$ cat src/rtl/proc_io_pkg.sv
// Shared constants and helpers for the processor I/O server.
// Port count and data widths match the float processor's I/O decoder.
package proc_io_pkg;

  localparam int NPORT      = 4;
  localparam int NBIN       = 19;
  localparam int NBOUT      = 28;
  localparam int ODEPTH_DEF = 8;
  localparam int PORTW      = $clog2(NPORT);

  typedef struct packed {
    logic             valid;
    logic [PORTW-1:0] idx;
  } sel_t;

  // An illegal multi-hot vector resolves to its lowest set bit.
  function automatic sel_t onehot_lowest(input logic [NPORT-1:0] vec);
    sel_t r;
    r.valid = 1'b0;
    r.idx   = '0;
    for (int i = NPORT - 1; i >= 0; i--) begin
      if (vec[i]) begin
        r.valid = 1'b1;
        r.idx   = PORTW'(i);
      end
    end
    return r;
  endfunction

endpackage

$ cat src/rtl/io_fifo.sv
// Synchronous FIFO with registered storage and zero-latency head read.
// A push against a full FIFO is accepted only when a pop happens in the same cycle.
module io_fifo
  import proc_io_pkg::*;
#(
  parameter int WIDTH = 8,
  parameter int DEPTH = 8
) (
  input  logic             clk,
  input  logic             rst,
  input  logic             push,
  input  logic [WIDTH-1:0] push_data,
  input  logic             pop,
  output logic             full,
  output logic             empty,
  output logic [WIDTH-1:0] head
);

  localparam int AW = $clog2(DEPTH);

  logic [WIDTH-1:0] mem [DEPTH];
  logic [AW-1:0]    wr_ptr;
  logic [AW-1:0]    rd_ptr;
  logic [AW:0]      count;
  logic             do_push;
  logic             do_pop;

  assign full    = (count == (AW+1)'(DEPTH));
  assign empty   = (count == '0);
  assign do_pop  = pop & ~empty;
  assign do_push = push & (~full | do_pop);

  // Head reads as zero while empty so stale storage never leaks out.
  assign head = empty ? '0 : mem[rd_ptr];

  always_ff @(posedge clk or negedge rst) begin
    if (!rst) begin
      wr_ptr <= '0;
      rd_ptr <= '0;
      count  <= '0;
    end else begin
      if (do_push) wr_ptr <= wr_ptr + 1'b1;
      if (do_pop)  rd_ptr <= rd_ptr + 1'b1;
      case ({do_push, do_pop})
        2'b10:   count <= count + 1'b1;
        2'b01:   count <= count - 1'b1;
        default: count <= count;
      endcase
    end
  end

  always_ff @(posedge clk) begin
    if (do_push) mem[wr_ptr] <= push_data;
  end

endmodule

$ cat src/rtl/proc_io_server.sv
// Host-side server for the float processor's I/O ports: per-port input
// mailboxes feeding io_in, and a tagged FIFO capturing io_out strobes.
module proc_io_server
  import proc_io_pkg::*;
#(
  parameter int ODEPTH = ODEPTH_DEF
) (
  input  logic             clk,
  input  logic             rst,
  output logic [NBIN-1:0]  io_in,
  input  logic [NPORT-1:0] req_in,
  input  logic [NBOUT-1:0] io_out,
  input  logic [NPORT-1:0] out_en,
  input  logic             s_valid,
  output logic             s_ready,
  input  logic [PORTW-1:0] s_port,
  input  logic [NBIN-1:0]  s_data,
  output logic             m_valid,
  input  logic             m_ready,
  output logic [PORTW-1:0] m_port,
  output logic [NBOUT-1:0] m_data,
  output logic [NPORT-1:0] uf_flag,
  output logic             of_flag,
  input  logic             clr_flags
);

  localparam int FW = PORTW + NBOUT;

  logic [NBIN-1:0]  mb_data [NPORT];
  logic [NPORT-1:0] mb_full;
  logic [NPORT-1:0] mb_pop;
  logic [NPORT-1:0] mb_push;
  logic [NPORT-1:0] uf_set;
  sel_t             req_sel;
  sel_t             out_sel;

  logic             fifo_push;
  logic             fifo_pop;
  logic             fifo_full;
  logic             fifo_empty;
  logic [FW-1:0]    fifo_head;
  logic             of_set;

  always_comb begin
    req_sel = onehot_lowest(req_in);
    out_sel = onehot_lowest(out_en);
  end

  // The processor samples io_in in the same cycle it raises req_in.
  assign io_in   = (req_sel.valid && mb_full[req_sel.idx]) ? mb_data[req_sel.idx] : '0;
  assign s_ready = ~mb_full[s_port] | req_in[s_port];

  always_comb begin
    mb_pop  = '0;
    mb_push = '0;
    if (req_sel.valid)      mb_pop[req_sel.idx] = 1'b1;
    if (s_valid && s_ready) mb_push[s_port]     = 1'b1;
  end

  assign uf_set = mb_pop & ~mb_full;

  // Push is applied after pop so a same-port push/pop leaves the mailbox full.
  always_ff @(posedge clk or negedge rst) begin
    if (!rst) begin
      mb_full <= '0;
    end else begin
      mb_full <= (mb_full & ~mb_pop) | mb_push;
    end
  end

  always_ff @(posedge clk) begin
    for (int k = 0; k < NPORT; k++) begin
      if (mb_push[k]) mb_data[k] <= s_data;
    end
  end

  assign m_valid   = ~fifo_empty;
  assign fifo_pop  = m_valid & m_ready;
  assign fifo_push = out_sel.valid & (~fifo_full | fifo_pop);
  assign of_set    = out_sel.valid & fifo_full & ~fifo_pop;

  io_fifo #(
    .WIDTH (FW),
    .DEPTH (ODEPTH)
  ) u_out_fifo (
    .clk       (clk),
    .rst       (rst),
    .push      (fifo_push),
    .push_data ({out_sel.idx, io_out}),
    .pop       (fifo_pop),
    .full      (fifo_full),
    .empty     (fifo_empty),
    .head      (fifo_head)
  );

  assign {m_port, m_data} = fifo_head;

  // A set event in the clearing cycle takes priority over the clear.
  always_ff @(posedge clk or negedge rst) begin
    if (!rst) begin
      uf_flag <= '0;
      of_flag <= 1'b0;
    end else begin
      uf_flag <= (clr_flags ? '0 : uf_flag) | uf_set;
      of_flag <= (of_flag & ~clr_flags) | of_set;
    end
  end

endmodule

$ cat config.mk
export PLATFORM = sky130hd
export DESIGN_NAME = proc_io_server
export DESIGN_NICKNAME = d
export VERILOG_FILES = /design/src/rtl/proc_io_pkg.sv /design/src/rtl/io_fifo.sv /design/src/rtl/proc_io_server.sv
export SDC_FILE = /design/constraint.sdc
export NUM_CORES = 1
export LEC_CHECK = 0
export ABC_AREA = 0
export CORE_UTILIZATION = 30
export CTS_BUF_LIST = sky130_fd_sc_hd__clkbuf_2
export CTS_CLUSTER_DIAMETER = 40
export DETAILED_ROUTE_END_ITERATION = 8
export GPL_ROUTABILITY_DRIVEN = 0
export SLEW_MARGIN = 20
export SYNTH_ARGS = -nofsm -noshare
export SYNTH_HDL_FRONTEND = slang
export SYNTH_SLANG_ARGS = --single-unit
$ cat constraint.sdc
create_clock -name clk -period 11.75 [get_ports clk]
set_input_delay 2.35 -clock clk [delete_from_list [all_inputs] [get_ports clk]]
set_output_delay 2.35 -clock clk [all_outputs]
set_load 0.005 [all_outputs]
== Word-level counts from Yosys, hierarchy flattened ==
Memory sizes are Yosys's and may differ from the RTL's.
Index checks and enable logic that the tools add are counted.
Widths: inputs -> output; s select.

* Memories: 2
* Bits in writable memories: 316
* Flip-flop bits (word level): 19
* Output and inout port bits: 56
* Bits of input ports: 62

{| class="wikitable"
|+ Memories
! memory !! depth !! bits a word !! rd ports !! clocked after memory_dff !! wr ports !! line !! RTL
|-
| u_out_fifo.mem || 8 || 30 || 1 || 0 || 1 || io_fifo.sv:21 || <nowiki>logic [WIDTH-1:0] mem [DEPTH];</nowiki>
|-
| mb_data || 4 || 19 || 1 || 0 || 1 || proc_io_server.sv:29 || <nowiki>logic [NBIN-1:0] mb_data [NPORT];</nowiki>
|}

* Muxes and demuxes: 43
* Magnitude comparators: 4
* $add $sub $neg: 4
* Reduce and logical (&&, ||, !) cells: 9
* Bitwise logic cells: 22
* Equal/unequal tests: 3

{| class="wikitable"
|+ Operators with widths
! kind !! count
|-
| $mux 19 || 4
|-
| $reduce_or 19->1 || 3
|-
| $mux 30 || 1
|-
| $mux 3 || 8
|-
| $mux 1 || 18
|-
| $mux 4 || 3
|-
| $and 4x4->4 || 2
|-
| $not 4->4 || 2
|-
| $or 4x4->4 || 2
|-
| $pmux 4 s2 || 1
|-
| $and 1x1->1 || 7
|-
| $add 3x1->3 const B || 2
|-
| $bmux 1 s2 || 3
|-
| $lt 2x3->1 const B || 2
|-
| $mux 2 || 3
|-
| $not 1->1 || 5
|-
| $add 4x1->4 const B || 1
|-
| $demux 1 s2 || 2
|-
| $eq 4x4->1 const B || 1
|-
| $ge 2x1->1 const B || 2
|-
| $logic_and 1x1->1 || 4
|-
| $logic_not 4->1 || 1
|-
| $or 1x1->1 || 4
|-
| $sub 4x1->4 const B || 1
|-
| other kinds (3) || 3
|}

== Depth between registers and ports, before layout ==
* Depth in word-level cells: 12
* Depth in mapped cells: 11

== By module ==
A second synthesis with hierarchy kept.

* Cells, all modules: 658
* Area total of the unflattened synthesis: 13187.6 um^2

{| class="wikitable"
|+ Modules (own cells, without submodules)
! module !! cells an instance !! times used !! seq. area each (um^2) !! area each (um^2)
|-
| io_fifo || 448 || 1 || 7457.2 || 9748.1
|-
| proc_io_server || 210 || 1 || 2507.4 || 3439.5
|}

== Worst setup path after synthesis ==
Ideal clock, no wire load.

* Path kind: input port to flip-flop
* From: in m_ready
* To: mem u_out_fifo.mem[0][0] (netlist name) (enable)
* Stages on the path: 4
* Data required time: 11.258 ns
* Buffers on the path: 0
* Data arrival time: 5.714 ns
* Slack: 5.544 ns
* Cell sequence: inv_1 > a31oi_1 > inv_2 > nor4_1

* Cells in the longest elaborated chain, start to end: 6

{| class="wikitable"
|+ RTL lines
! element !! line !! RTL
|-
| start: declaration || proc_io_server.sv:19 || <nowiki>input logic m_ready,</nowiki>
|-
| $and 1x1->1 * || proc_io_server.sv:78 || <nowiki>assign fifo_pop = m_valid & m_ready;</nowiki>
|-
| $or 1x1->1 or $and 1x1->1 (tied branches) || proc_io_server.sv:79, io_fifo.sv:30 ||
|-
| $and 1x1->1 or $or 1x1->1 (tied branches) || proc_io_server.sv:79, io_fifo.sv:31 ||
|-
| $and 1x1->1 * || io_fifo.sv:31 || <nowiki>assign do_push = push & (~full | do_pop);</nowiki>
|-
| $mux 1 * || io_fifo.sv:53 || <nowiki>if (do_push) mem[wr_ptr] <= push_data;</nowiki>
|-
| $mux 1 (implied by the code) * || io_fifo.sv:53 ||
|-
| end: declaration || io_fifo.sv:21 ||
|}

Mark *: on every way between the ends. The rest lies on a longest branch, timed or not.

== Final worst setup path ==
* From: in req_in[2]
* To: out io_in[0]

* Cells in the longest elaborated chain, start to end: 7

{| class="wikitable"
|+ RTL lines
! element !! line !! RTL
|-
| start: declaration || proc_io_server.sv:11 || <nowiki>input logic [NPORT-1:0] req_in,</nowiki>
|-
| $mux 3 * (3 in a row) || proc_io_pkg.sv:22 || <nowiki>if (vec[i]) begin</nowiki>
|-
| $bmux 1 s2 || proc_io_server.sv:50 || <nowiki>assign io_in = (req_sel.valid && mb_full[req_sel.idx]) ? mb_data[req_sel.idx] : '0;</nowiki>
|-
| $mux 1 (implied by the code) || proc_io_server.sv:50 ||
|-
| $logic_and 1x1->1 || proc_io_server.sv:50 ||
|-
| $mux 19 * || proc_io_server.sv:50 ||
|-
| end: declaration || proc_io_server.sv:10 || <nowiki>output logic [NBIN-1:0] io_in,</nowiki>
|}

Mark *: on every way between the ends. The rest lies on a longest branch, timed or not. The select of a mux whose other input is x is not followed.

==> key figures <==
Status
  – Status: finished clean

Floorplan
  – Starting Density: 30.5%
  – # IOs: 118
  – Die Y-Extent: 212 µm
  – Rows: 76
  – Full die area: 44700 µm²
  – Die X-Extent: 212 µm
  – Area of the core: 43200 µm²

Clocking
  – Hold_buf cts: 0
  – Worst-path clk slew: 0.10 ns
  – H-tree Lvls: 3
  – Setup Buffers After CTS: 0
  – Post_cts resized: 0
  – Clock insertion delay at the later pin of the skew report: 0.94 ns
  – Clk sinks: 335
  – CTS root buf: clkbuf_2
  – Maximum root-to-sink buffer count: 3
  – CTS tree: done
  – Clock buffer count from CTS: 89

Timing
  – Fin Clk Skew: 0.109 ns
  – Final Max Tran Viols: 0
  – Setup TNS: 0 ns
  – Shortest period the worst path allows: 8.13 ns
  – Worst slew pin tran: 1.06 ns
  – Worst relative slew slack: 28.5%
  – Fin crit share: 69.2%
  – Final hold viol count: 0
  – Setup Viol. Count Final: 0
  – FMAX: 123 MHz
  – RSZ-0062 raised after global routing: false
  – Final setup margin: 3.62 ns

Critical path
  – Critical path class: in -> out
  – Worst reg-to-reg path cell count: 10
  – Launching point of the worst reg2reg path: u_out_fifo.count[2]$_DFFE_PN0P_
  – Startpoint type of the worst setup path: primary input
  – Reg2reg end: u_out_fifo.count[2]$_DFFE_PN0P_
  – Most frequent CP cell: clkdlybuf4s50_1
  – Crit end category: output pin
  – Critical-path cell list: clkdlybuf4s50_1, o31ai_4, a211o_1, o22ai_1, clkdlybuf4s50_1
  – Flop-to-flop setup slack: 8.55 ns
  – CP max FO: 23
  – Worst path required time: 9.40 ns
  – CP Launch Point: req_in[2]
  – Slowest-stage cell, CP: o31ai_4
  – Worst stage delay on the critical path: 1.00 ns
  – CP arrival: 5.78 ns

Placed design
  – Pre-CTS WS: 3.62 ns
  – DP Wirelength: 16600 µm
  – I/O Buffers: 117

Yosys
  – Synth area leader: edfxtp_1
  – Async set or reset register ratio after synthesis: 5.67%
  – Net count after synthesis: 731
  – Mux share of post-synthesis cell area: 12.7%
  – Ys Warns: 0
  – Register area share after synthesis: 75.7%
  – Number of synthesized flops with an enable pin: 316
  – Synth Register Bits: 335
  – Post-Synth Adder-Cell Area: 0.475%
  – Proportion of netlist area held by the largest area contributor: 72.0%
  – Post-synthesis simple-gate area fraction: 2.70%
  – Mapped Cells: 664
  – Syn avg cell area: 19.8 µm²
  – Post-Synth XOR/XNOR Area: 0.598%
  – Top cells by area, synth: edfxtp_1, mux4_2, dfrtp_1
  – Largest family of logic cells by synthesized area: multiplexers
  – Synth Flop Type: edfxtp_1
  – Fraction of the mapped netlist area in compound gates: 5.89%
  – Synth cell types: 42
  – Netlist Area Pre-Place: 13200 µm²

Final layout
  – # nets final: 922
  – Most frequent cells in the layout: edfxtp_1, clkbuf_2, clkdlybuf4s50_1, mux4_2, nor2_1
  – Share of cells above drive strength 1: 26.3%
  – Register area: 9970 µm²
  – Area Overhead vs Synth: 20.7%
  – Fillers: 4093
  – Leading cell type in the layout, fill and taps excluded: edfxtp_1
  – Area of the multi-input gates: 3040 µm²

Power
  – IR drop worst, VDD: 0.000112 V
  – Power per standard cell area: 227 nW/µm²
  – LEAKAGE: 0.00530 µW

Worst hold path
  – Worst Hold Path EP: of_flag$_DFF_PN0_
  – HP Class: reg -> reg
  – Hold path depth: 1
  – Beginning of the worst hold path: of_flag$_DFF_PN0_

Global routing
  – Gr ovfl total: 0
  – First-pass GRT wire length: 43600 µm
  – GRT Util Overall: 13.1%
  – Initial antenna violation count: 3
  – Vias in the first global route: 7666
  – Largest net degree at the start of global routing: 53

Route
  – DR DRC count: 0
  – Vias: 7013
  – Post-DR wirelength/cell: 18.9 µm
  – Final ANT Viol Nets: 0
  – Routed WL: 28400 µm
  – Via/cell ratio: 4.68
  – DRT Pass-1 Iters: 4
  – Initial DRC Count: 404

Run
  – Max_cap viols: 0
## flip-flops by register name, indices dropped and copies added (netlist names)
register / flops
uf_flag: 4
mb_data: 76
u_out_fifo.count: 4
u_out_fifo.rd_ptr: 3
u_out_fifo.mem: 240
mb_full: 4
of_flag: 1
u_out_fifo.wr_ptr: 3
## layer usage
metal	vias up	part of all wire (%)	track usage (%)
met2	239	49	20.8
met3	42	7.1	4.79
met5	-	0	0
li1	3178	-	-
met1	3554	43	16.1
met4	0	1.5	5.20
## synth_stat cells (2+ instances only)
cell type,instances
edfxtp_1,316
mux4_2,60
nor2_1,39
mux2i_1,30
a21oi_1,25
a32o_1,19
dfrtp_1,19
a22oi_1,18
clkbuf_1,14
nand2_1,14
buf_2,13
o22ai_1,10
o22ai_2,9
buf_6,8
inv_1,8
nor3_1,7
ha_1,5
xor2_1,5
nand2b_1,4
xnor2_1,4
nand3_1,3
o21ai_0,3
o21ai_1,3
o2bb2ai_1,3
a211o_1,2
a211oi_1,2
a22o_1,2
inv_2,2
nand3b_1,2
nor2b_1,2
nor4_1,2
## logic make-up after synthesis
| kind of cell | Yosys count |
|---|---|
| compound gates | 100 |
| flops | 335 |
| buf+inv | 46 |
| xor+xnor | 9 |
| mux | 92 |
| simple gates | 77 |
| fa+ha+maj | 5 |
## area by class of cell
type                       instances  share of cell area, %
tap                              585                   4.60
timing repair buffer             136                   8.26
inverter                          10                  0.236
clock inverter                    28                   1.31
clock buffer                     117                   3.68
antenna                            4                 0.0630
sequential                       335                   62.7
multi-input combinational        283                   19.1
## report_power, final
group | switching, µW | internal, µW | total, µW
sequential | 127 | 1580 | 1700
combinational | 527 | 573 | 1100
clock | 465 | 339 | 803
total | 1120 | 2490 | 3610
## worst max-delay path, delay by kind of cell
family,cells,cell delay [ns]
compound gates,3,1.97
buf+inv,2,1.45
## metrics by stage
step | power [µW] | hold WS, ns | instance area (µm²) | utilization (%) | std cells
6_report | 3610 | 0.502 | 15900 | 36.8 | 1498
5_1_grt | 3820 | 0.536 | 15900 | 36.8 | 1497
4_1_cts | 3680 | 0.507 | 15900 | 36.8 | 1494
3_5_place_dp | 2860 | 0.477 | 15100 | 34.9 | 1349
3_3_place_gp | 2840 | 0.469 | 15100 | 34.9 | 1349
2_1_floorplan | 2360 | 0.470 | 13200 | - | 664
## worst max path at each step
stage / endpoint / cells after the start
3_5_place_dp: io_in[0] / 5
4_1_cts: io_in[0] / 5
5_1_grt: io_in[0] / 5
2_1_floorplan: u_out_fifo.mem[0][0]$_DFFE_PP_ / 4
3_3_place_gp: io_in[4] / 5
6_report: io_in[0] / 5
Note: power is estimated with default switching activity, not from simulation.
